<file path="src/rtl/data_cache.sv">
// Direct-mapped, write-through, no-write-allocate data cache with one word per line.
// Optional hit/miss statistics counters are compiled in with `define DCACHE_STATS_EN.
module data_cache #(
  parameter int DATA_WIDTH = 32,
  parameter int INDEX_BITS = 4
) (
  input  logic                  clk,
  input  logic                  rst,
  input  logic                  cpu_req,
  input  logic                  cpu_we,
  input  logic [DATA_WIDTH-1:0] cpu_addr,
  input  logic [DATA_WIDTH-1:0] cpu_wdata,
  output logic [DATA_WIDTH-1:0] cpu_rdata,
  output logic                  cpu_stall,
  output logic                  mem_req,
  output logic                  mem_we,
  output logic [DATA_WIDTH-1:0] mem_addr,
  output logic [DATA_WIDTH-1:0] mem_wdata,
  input  logic [DATA_WIDTH-1:0] mem_rdata,
  input  logic                  mem_ack
`ifdef DCACHE_STATS_EN
  ,
  output logic [31:0]           hit_count,
  output logic [31:0]           miss_count
`endif
);

  localparam int LINES    = 1 << INDEX_BITS;
  localparam int TAG_BITS = DATA_WIDTH - INDEX_BITS - 2;

  typedef enum logic [1:0] {
    IDLE  = 2'd0,
    FILL  = 2'd1,
    WRITE = 2'd2
  } state_t;

  state_t                  state_q, state_d;
  logic [LINES-1:0]        valid_q, valid_d;
  logic [TAG_BITS-1:0]     tag_q  [LINES];
  logic [DATA_WIDTH-1:0]   data_q [LINES];
  logic                    mem_req_q, mem_req_d;
  logic                    mem_we_q, mem_we_d;
  logic [DATA_WIDTH-1:0]   mem_addr_q, mem_addr_d;
  logic [DATA_WIDTH-1:0]   mem_wdata_q, mem_wdata_d;

  logic [INDEX_BITS-1:0]   idx_s;
  logic [TAG_BITS-1:0]     tag_s;
  logic [DATA_WIDTH-1:0]   word_addr_s;
  logic                    hit_s;
  logic                    line_wr_s;
  logic [DATA_WIDTH-1:0]   line_wdata_s;
  logic                    unused_s;

`ifdef DCACHE_STATS_EN
  logic [31:0]             hit_count_q, hit_count_d;
  logic [31:0]             miss_count_q, miss_count_d;
  logic                    fill_done_q, fill_done_d;
`endif

  assign idx_s       = cpu_addr[INDEX_BITS+1:2];
  assign tag_s       = cpu_addr[DATA_WIDTH-1:INDEX_BITS+2];
  assign word_addr_s = {cpu_addr[DATA_WIDTH-1:2], 2'b00};
  assign unused_s    = ^cpu_addr[1:0];
  // A line being reset is treated as already invalid so no stale data escapes.
  assign hit_s       = cpu_req & ~rst & valid_q[idx_s] & (tag_q[idx_s] == tag_s);

  assign mem_req   = mem_req_q;
  assign mem_we    = mem_we_q;
  assign mem_addr  = mem_addr_q;
  assign mem_wdata = mem_wdata_q;

  // Next-state, memory-request and CPU response decode.
  always_comb begin
    state_d      = state_q;
    valid_d      = valid_q;
    mem_req_d    = mem_req_q;
    mem_we_d     = mem_we_q;
    mem_addr_d   = mem_addr_q;
    mem_wdata_d  = mem_wdata_q;
    line_wr_s    = 1'b0;
    line_wdata_s = cpu_wdata;
    cpu_stall    = 1'b0;
    cpu_rdata    = '0;
    case (state_q)
      IDLE: begin
        if (cpu_req && cpu_we) begin
          cpu_stall   = 1'b1;
          state_d     = WRITE;
          mem_req_d   = 1'b1;
          mem_we_d    = 1'b1;
          mem_addr_d  = word_addr_s;
          mem_wdata_d = cpu_wdata;
        end else if (cpu_req && !hit_s) begin
          cpu_stall   = 1'b1;
          state_d     = FILL;
          mem_req_d   = 1'b1;
          mem_we_d    = 1'b0;
          mem_addr_d  = word_addr_s;
          mem_wdata_d = '0;
        end else if (hit_s) begin
          cpu_rdata = data_q[idx_s];
        end else begin
          cpu_stall = 1'b0;
        end
      end
      FILL: begin
        cpu_stall = 1'b1;
        if (mem_ack) begin
          line_wr_s      = 1'b1;
          line_wdata_s   = mem_rdata;
          valid_d[idx_s] = 1'b1;
          state_d        = IDLE;
          mem_req_d      = 1'b0;
          mem_we_d       = 1'b0;
        end else begin
          line_wr_s = 1'b0;
        end
      end
      WRITE: begin
        cpu_stall = ~mem_ack;
        if (mem_ack) begin
          // Write-through: only an already-resident line is refreshed.
          line_wr_s    = hit_s;
          line_wdata_s = cpu_wdata;
          state_d      = IDLE;
          mem_req_d    = 1'b0;
          mem_we_d     = 1'b0;
        end else begin
          line_wr_s = 1'b0;
        end
      end
      default: begin
        state_d   = IDLE;
        mem_req_d = 1'b0;
        mem_we_d  = 1'b0;
      end
    endcase
  end

`ifdef DCACHE_STATS_EN
  // Statistics: the load re-presented right after a fill completes a miss, not a hit.
  always_comb begin
    fill_done_d  = (state_q == FILL) && mem_ack;
    hit_count_d  = hit_count_q;
    miss_count_d = miss_count_q;
    if ((state_q == IDLE) && hit_s && !cpu_we && !fill_done_q) begin
      hit_count_d = hit_count_q + 32'd1;
    end else begin
      hit_count_d = hit_count_q;
    end
    if ((state_q == IDLE) && cpu_req && !cpu_we && !hit_s) begin
      miss_count_d = miss_count_q + 32'd1;
    end else begin
      miss_count_d = miss_count_q;
    end
  end

  assign hit_count  = hit_count_q;
  assign miss_count = miss_count_q;
`endif

  // State, valid bits, memory request registers and line array.
  always_ff @(posedge clk) begin
    if (rst) begin
      state_q     <= IDLE;
      valid_q     <= '0;
      mem_req_q   <= 1'b0;
      mem_we_q    <= 1'b0;
      mem_addr_q  <= '0;
      mem_wdata_q <= '0;
`ifdef DCACHE_STATS_EN
      hit_count_q  <= 32'd0;
      miss_count_q <= 32'd0;
      fill_done_q  <= 1'b0;
`endif
    end else begin
      state_q     <= state_d;
      valid_q     <= valid_d;
      mem_req_q   <= mem_req_d;
      mem_we_q    <= mem_we_d;
      mem_addr_q  <= mem_addr_d;
      mem_wdata_q <= mem_wdata_d;
`ifdef DCACHE_STATS_EN
      hit_count_q  <= hit_count_d;
      miss_count_q <= miss_count_d;
      fill_done_q  <= fill_done_d;
`endif
      if (line_wr_s) begin
        tag_q[idx_s]  <= tag_s;
        data_q[idx_s] <= line_wdata_s;
      end
    end
  end

endmodule

</file>
<file path="config.mk">
export PLATFORM = sky130hd
export DESIGN_NAME = data_cache
export DESIGN_NICKNAME = d
export VERILOG_FILES = /design/src/rtl/data_cache.sv
export SDC_FILE = /design/constraint.sdc
export NUM_CORES = 1
export LEC_CHECK = 0
export BUFFER_PORTS_ARGS = -buffer_cell sky130_fd_sc_hd__buf_4
export CAP_MARGIN = 25
export CORE_UTILIZATION = 50
export DETAILED_ROUTE_END_ITERATION = 10
export PLACE_DENSITY_LB_ADDON = 0.15
export SLEW_MARGIN = 30
export SYNTH_ARGS = -nofsm -noshare
export SYNTH_HDL_FRONTEND = slang
export SYNTH_SLANG_ARGS = --single-unit
</file>
<file path="constraint.sdc">
create_clock -name clk -period 13.45 [get_ports clk]
set_input_delay 2.0175 -clock clk [delete_from_list [all_inputs] [get_ports clk]]
set_output_delay 2.0175 -clock clk [all_outputs]
set_load 0.01 [all_outputs]
</file>
==> flow_metrics.py, run 1 <==
metrics = {
    "placement": {
        "globalplace.congestion": 0.7528,
        "dpl.hpwl_um": 48190,
        "post-place-cells": 3150,
        "placement.io_buffers": 195,
    },
    "logic_synthesis": {
        "synth_edf_count": 928,
        "parity_gate_share_of_the_synthesized_area_counting_xor_and_xnor_cells_pct": 0.8376,
        "synth_top_family_by_area": "multiplexers",
        "async_flop_share_pct": 0,
        "ys_dominant_reg_cell": "edfxtp_1",
        "ys_seq_elements": 1009,
        "synth-compound-area-share_pct": 2.207,
        "postSynthCellCount": 1967,
        "post_synth_fa_ha_maj_area_fraction_pct": 0.1260,
        "synth.yosys.warnings": 0,
        "syn_area_per_cell_um2": 20.20,
        "synth_top_area_share_pct": 70.13,
        "netlist.top_cell.by_area": "edfxtp_1",
        "synth_mux_area_share_pct": 17.37,
        "synth.cells.most_frequent": "edfxtp_1, mux4_2, mux2i_1",
        "largest_cells_by_area_after_synthesis": "edfxtp_1, mux4_2, dfxtp_1",
        "synth.cell_area_um2": 39740,
        "synth-seq-area-share_pct": 74.21,
        "synth-simple-area-share_pct": 3.700,
        "netlist-cell-type-count": 58,
        "yosysMostFrequentCell": "edfxtp_1",
    },
    "power_and_ir_drop": {
        "finalPower_mw": 6.637,
        "leakage_nw": 15.19,
        "max-vdd-ir-drop_mv": 0.08819,
        "cellPowerDensity_nw_per_um2": 144.8,
    },
    "floorplanning": {
        "ioPinCount": 200,
        "placeableCoreArea_um2": 78870,
        "die_h_um": 283.9,
        "initial_core_util_pct": 50.38,
        "die_width_um": 283.9,
        "num_rows": 103,
        "dieArea_um2": 80600,
    },
    "clock_tree": {
        "worst_setup_hold_path_clk_slew_ns": 0.06,
        "worst_skew_pair.late_latency_ns": 0.65,
        "cts_hold_repair.buffers": 0,
        "cts_repair_resize_count": 0,
        "clockBufferDepth": 3,
        "tritoncts": "yes",
        "cts_post_setup_buffers_inserted": 0,
        "clk_root_buffer_cell": "clkbuf_16",
        "tritoncts.num_buffers": 103,
        "cts_num_sinks": 1009,
        "clock_tree.htree_level_count": 3,
    },
    "final_layout": {
        "seq_area_um2": 29490,
        "layout.cells.non_filler": 3338,
        "nFillCells": 5847,
        "nNetsFinal": 2311,
        "fraction_of_layout_cells_with_a_size_suffix_above_1_pct": 30.20,
        "num_antenna_cells": 0,
        "area_occupied_by_multi_input_gates_um2": 9771,
        "area_delta_synth_final_pct": 15.31,
    },
    "global_route": {
        "antenna_found_initial": 3,
        "vias_in_the_first_global_route": 20550,
        "grt_start_max_net_pins": 95,
        "first_pass_grt_wire_length_um": 134100,
        "globalRouteTotalUtil_pct": 22.75,
        "grt_overflow": 0,
    },
    "routing": {
        "post_drt_wl_per_cell_um": 27.14,
        "number_of_vias_in_the_routed_layout": 19700,
        "drt_iter0_drc": 1784,
        "via_per_inst": 5.901,
        "drt.antenna.violating_nets": 0,
        "drt_wl_total_um": 90600,
        "firstDrtPassIters": 5,
        "detail_route.drc_violations": 0,
    },
    "timing": {
        "clk_skew_ns": 0.02158,
        "final_max_slew_viol_count": 0,
        "finalSetupTns_ns": 0,
        "grt_setup_unrepaired": "no",
        "fmaxAchievable_ghz": 0.1113,
        "finalCritPeriodShare_pct": 66.82,
        "final_period_minus_worst_setup_slack_ns": 8.987,
        "timing.final.setup_violations": 0,
        "final.hold.worst_slack_ns": 0.4741,
        "slew_headroom_pct": 33.41,
        "max_slew.worst_pin.slew_ns": 0.9988,
        "hold_viol": 0,
    },
    "setup_path": {
        "worst-endpoint-required_ns": 11.43,
        "setup.worst_path.end_class": "primary output",
        "timing_worst_setup_path_type": "in -> out",
        "path_max_fanout": 39,
        "critPathLaunchType": "primary input",
        "critical_path_arrival_ns": 6.97,
    },
    "flow_run": {
        "cap_viol_max_count": 0,
    },
    "hold_path": {
        "worst_hold_path_type": "reg -> reg",
    },
    "outcome": {
        "status": "completed",
    },
}
==> cell families (layout without fill, tap and decap cells) <==
group	after synthesis	in the layout
simple gates	266	266
xor+xnor	38	38
buf+inv	118	438
mux	402	402
fa+ha+maj	4	4
flops	1009	1009
other cells	1	2
compound gates	129	129
==> power breakdown <==
part	leakage, nW	switching, mW	internal, mW
combinational	4.55	0.216	0.162
sequential	9.00	0.00906	3.45
clock	1.64	1.15	1.64
==> through the flow <==
step / worst slack (ns) / util (%) / area, µm²
floorplan: 2.867 / - / 39740
global placement: 3.891 / 53.79 / 42420
detailed placement: 4.057 / 53.85 / 42470
CTS: 4.048 / 58.05 / 45780
global route: 4.191 / 58.10 / 45820
finish: 4.463 / 58.10 / 45820
==> flip-flops by register name (all words and copies together), names as in the netlist <==
signal / count
data_q: 512
valid_q: 16
mem_req: 1
state_q: 2
tag_q: 416
mem_wdata: 32
mem_addr: 30
==> per-layer routing <==
layer  share of wire [%]  vias up  GRT usage (%)  wire length [µm]
met5               0.013        -              0                12
met4                 1.7        2          5.838              1576
met3                 5.3      118          3.006              4835
met2                  50      571          37.85             45320
met1                  43    10550          31.95             38850
li1                    -     8455              -                 -
==> cells in the final DEF (no fill, tap or decap), types with 23 or more instances in the layout <==
master,instances
edfxtp_1,928
buf_4,234
mux4_2,226
mux2i_1,135
clkbuf_16,106
nand2b_1,99
dfxtp_1,81
nand2_1,58
mux2_2,41
nor2b_1,39
o21ai_0,35
clkinv_2,29
nor2_1,28
a22oi_1,23
==> cell type report <==
cell class | instances | area share (%)
inverters | 7 | 0.05734
repair buffers | 244 | 4.167
clock inverters | 62 | 1.196
multi-input cells | 841 | 21.32
flip-flops and latches | 1009 | 64.36
clock buffers | 125 | 6.032
well taps | 1050 | 2.867
==> final timing paths <==
path	cells after the start	start	slack, ns	endpoint
setup reg to reg	10	tag_q[10][0]	8.22	tag_q[10][23]
hold reg to reg	2	mem_wdata[5]	0.47	mem_wdata[5]
setup / recovery	12	cpu_addr[4]	4.46	cpu_rdata[24]
hold / removal	2	mem_wdata[5]	0.47	mem_wdata[5]
==> worst max-delay path, stage by stage <==
cell       delay, ns
buf_4           0.58
buf_4           0.77
mux4_2          0.60
a22o_1          0.25
a221oi_2        0.21
xnor2_1         0.16
a311oi_1        0.46
o2111ai_1       0.29
nor3_2          0.52
nand3_4         0.53
nor2b_1         0.28
buf_4           0.15
(Power assumes the default switching activity.)
==> inputs of run 2 (changes only) <==
==> constraint.sdc (replaced) <==
create_clock -name clk -period 7.6 [get_ports clk]
set_input_delay 1.14 -clock clk [delete_from_list [all_inputs] [get_ports clk]]
set_output_delay 1.14 -clock clk [all_outputs]
set_load 0.01 [all_outputs]
==> flow_metrics.py, run 2 (synthesis gave the netlist of run 1 again) <==
metrics = {
    "outcome": {
        "status": "completed",
    },
    "final_layout": {
        "finalInstanceArea_um2": 46310,
        "top_register": "data_q",
        "fraction_of_layout_cells_with_a_size_suffix_above_1_pct": 30.58,
        "layout_commonest_cell": "edfxtp_1",
        "seq_area_um2": 29490,
        "max_ffs_per_register": 512,
        "nFillCells": 5744,
        "nNetsFinal": 2319,
        "area_occupied_by_multi_input_gates_um2": 9784,
        "layout.cells.most_common_list": "edfxtp_1, buf_4, mux4_2",
        "area_delta_synth_final_pct": 16.54,
    },
    "routing": {
        "drt.antenna.violating_nets": 0,
        "post_drt_wl_per_cell_um": 27.30,
        "via_per_inst": 5.905,
        "detail_route.drc_violations": 0,
        "number_of_vias_in_the_routed_layout": 19810,
        "drt_iter0_drc": 1724,
        "drt_wl_total_um": 91570,
        "firstDrtPassIters": 6,
    },
    "clock_tree": {
        "cts_num_sinks": 1009,
        "cts_hold_repair.buffers": 0,
        "tritoncts.num_buffers": 101,
        "clk_root_buffer_cell": "clkbuf_16",
        "tritoncts": "yes",
        "worst_setup_hold_path_clk_slew_ns": 0.06,
        "clockBufferDepth": 3,
        "clock_tree.htree_level_count": 3,
        "worst_skew_pair.late_latency_ns": 0.65,
        "cts_repair_resize_count": 0,
        "cts_post_setup_buffers_inserted": 0,
    },
    "setup_path": {
        "path_common_cell": "buf_4",
        "worst-endpoint-required_ns": 6.46,
        "ff2ff_path_depth": 11,
        "critPathLaunchType": "primary input",
        "critical_path.max_stage_delay_ns": 0.70,
        "setup.worst_path.end_class": "primary output",
        "critical_path.cell_chain": "buf_6, buf_4, buf_4, mux2i_1, xor2_1, nand4_1, o31ai_1, o2111ai_1, nor3_2, nand3_2, buf_4, nor2b_1, buf_4",
        "path_max_fanout": 82,
        "crit_buf_inv": 5,
        "timing.reg2reg.setup_slack_ns": 3.27,
        "crit_family": "buffers and inverters",
        "startpoint_of_the_most_critical_register_to_register_path": "tag_q[9][23]",
        "r2r_end": "tag_q[2][1]",
        "timing.critical_path.slowest_stage_cell": "buf_6",
        "critical_path_arrival_ns": 5.28,
        "timing_worst_setup_path_type": "in -> out",
    },
    "global_route": {
        "first_pass_grt_wire_length_um": 134600,
        "antenna_found_initial": 2,
        "vias_in_the_first_global_route": 20460,
        "grt_start_max_net_pins": 92,
        "globalRouteTotalUtil_pct": 22.88,
        "grt_overflow": 0,
    },
    "timing": {
        "finalSetupTns_ns": 0,
        "clk_skew_ns": 0.02153,
        "hold_viol": 0,
        "final.hold.worst_slack_ns": 0.4733,
        "final_max_slew_viol_count": 0,
        "grt_setup_unrepaired": "no",
        "fmaxAchievable_ghz": 0.1557,
        "final_period_minus_worst_setup_slack_ns": 6.423,
        "slew_headroom_pct": 33.19,
        "timing.final.setup_violations": 0,
        "finalCritPeriodShare_pct": 84.52,
        "max_slew.worst_pin.slew_ns": 1.002,
    },
    "floorplanning": {
        "placeableCoreArea_um2": 78870,
        "die_h_um": 283.9,
        "num_rows": 103,
        "die_width_um": 283.9,
        "ioPinCount": 200,
        "dieArea_um2": 80600,
        "initial_core_util_pct": 50.38,
    },
    "flow_run": {
        "cap_viol_max_count": 0,
    },
    "placement": {
        "placement.io_buffers": 195,
        "dpl.hpwl_um": 48720,
        "placed_cell_area_um2": 42800,
        "globalplace.congestion": 0.7472,
    },
    "hold_path": {
        "min-delay-start": "mem_addr[21]",
        "worst_hold_path_type": "reg -> reg",
        "worst_hold_path.endpoint": "mem_addr[21]",
        "holdPathStages": 2,
    },
    "power_and_ir_drop": {
        "leakage_nw": 15.37,
        "cellPowerDensity_nw_per_um2": 258.0,
        "max-vdd-ir-drop_mv": 0.1582,
    },
}
==> run 2: changes by cell type in the layout (fill, tap and decap cells not counted), sizes merged <==
| cell | change |
|---|---|
| bufinv | +6 |
| inv | +1 |
| diode | +2 |
| buf | +10 |
| clkbuf | +2 |
| clkinv | -8 |
| clkinvlp | +3 |
==> run 2: cell type report <==
class / count / area share, %
Clock buffer: 127 / 5.890
Timing Repair Buffer: 254 / 4.785
Clock inverter: 64 / 1.616
Sequential cell: 1009 / 63.68
Inverter: 7 / 0.05674
Antenna cell: 2 / 0.01081
Tap cell: 1050 / 2.837
Multi-Input combinational cell: 841 / 21.13
==> run 2: worst max-delay path by stage <==
stage,end,cells past startpoint,slack (ns),start
3_5_place_dp,cpu_rdata[2],13,1.11,cpu_addr[3]
3_3_place_gp,cpu_rdata[29],13,1.22,cpu_addr[3]
6_report,cpu_rdata[2],13,1.18,cpu_addr[5]
5_1_grt,cpu_rdata[13],12,1.05,cpu_addr[5]
4_1_cts,cpu_rdata[2],13,1.11,cpu_addr[3]
2_1_floorplan,data_q[1][0],14,-2.06,cpu_addr[3]
==> run 2: power by group <==
group | switching [mW] | total, mW | internal (mW)
registers | 0.0157 | 6.12 | 6.11
logic | 0.383 | 0.675 | 0.292
clock network | 2.06 | 5.15 | 3.09
total | 2.46 | 11.9 | 9.49
==> run 2: tightest hold or removal path: stages (launching register included) <==
cell and delay, ns:
dfxtp_1 0.31, nand2b_1 0.06, mux2i_1 0.06
==> run 2: routing by layer <==
layer | GRT usage [%] | part of all wire [%] | vias to the layer above
li1 | - | - | 8491
met1 | 33.10 | 44 | 10600
met2 | 36.85 | 48 | 606
met3 | 3.473 | 5.8 | 108
met4 | 5.473 | 1.7 | 0
met5 | 0 | 0 | -
==> run 2: per-stage QoR <==
step	setup WS [ns]	util, %	instances	power (mW)
finish	1.177	58.72	3354	11.95
detailed placement	1.114	54.27	3160	6.924
global placement	1.218	54.23	3159	6.902
CTS	1.106	58.67	3351	12.05
floorplan	-2.063	-	1968	6.660
global route	1.050	58.71	3352	12.30
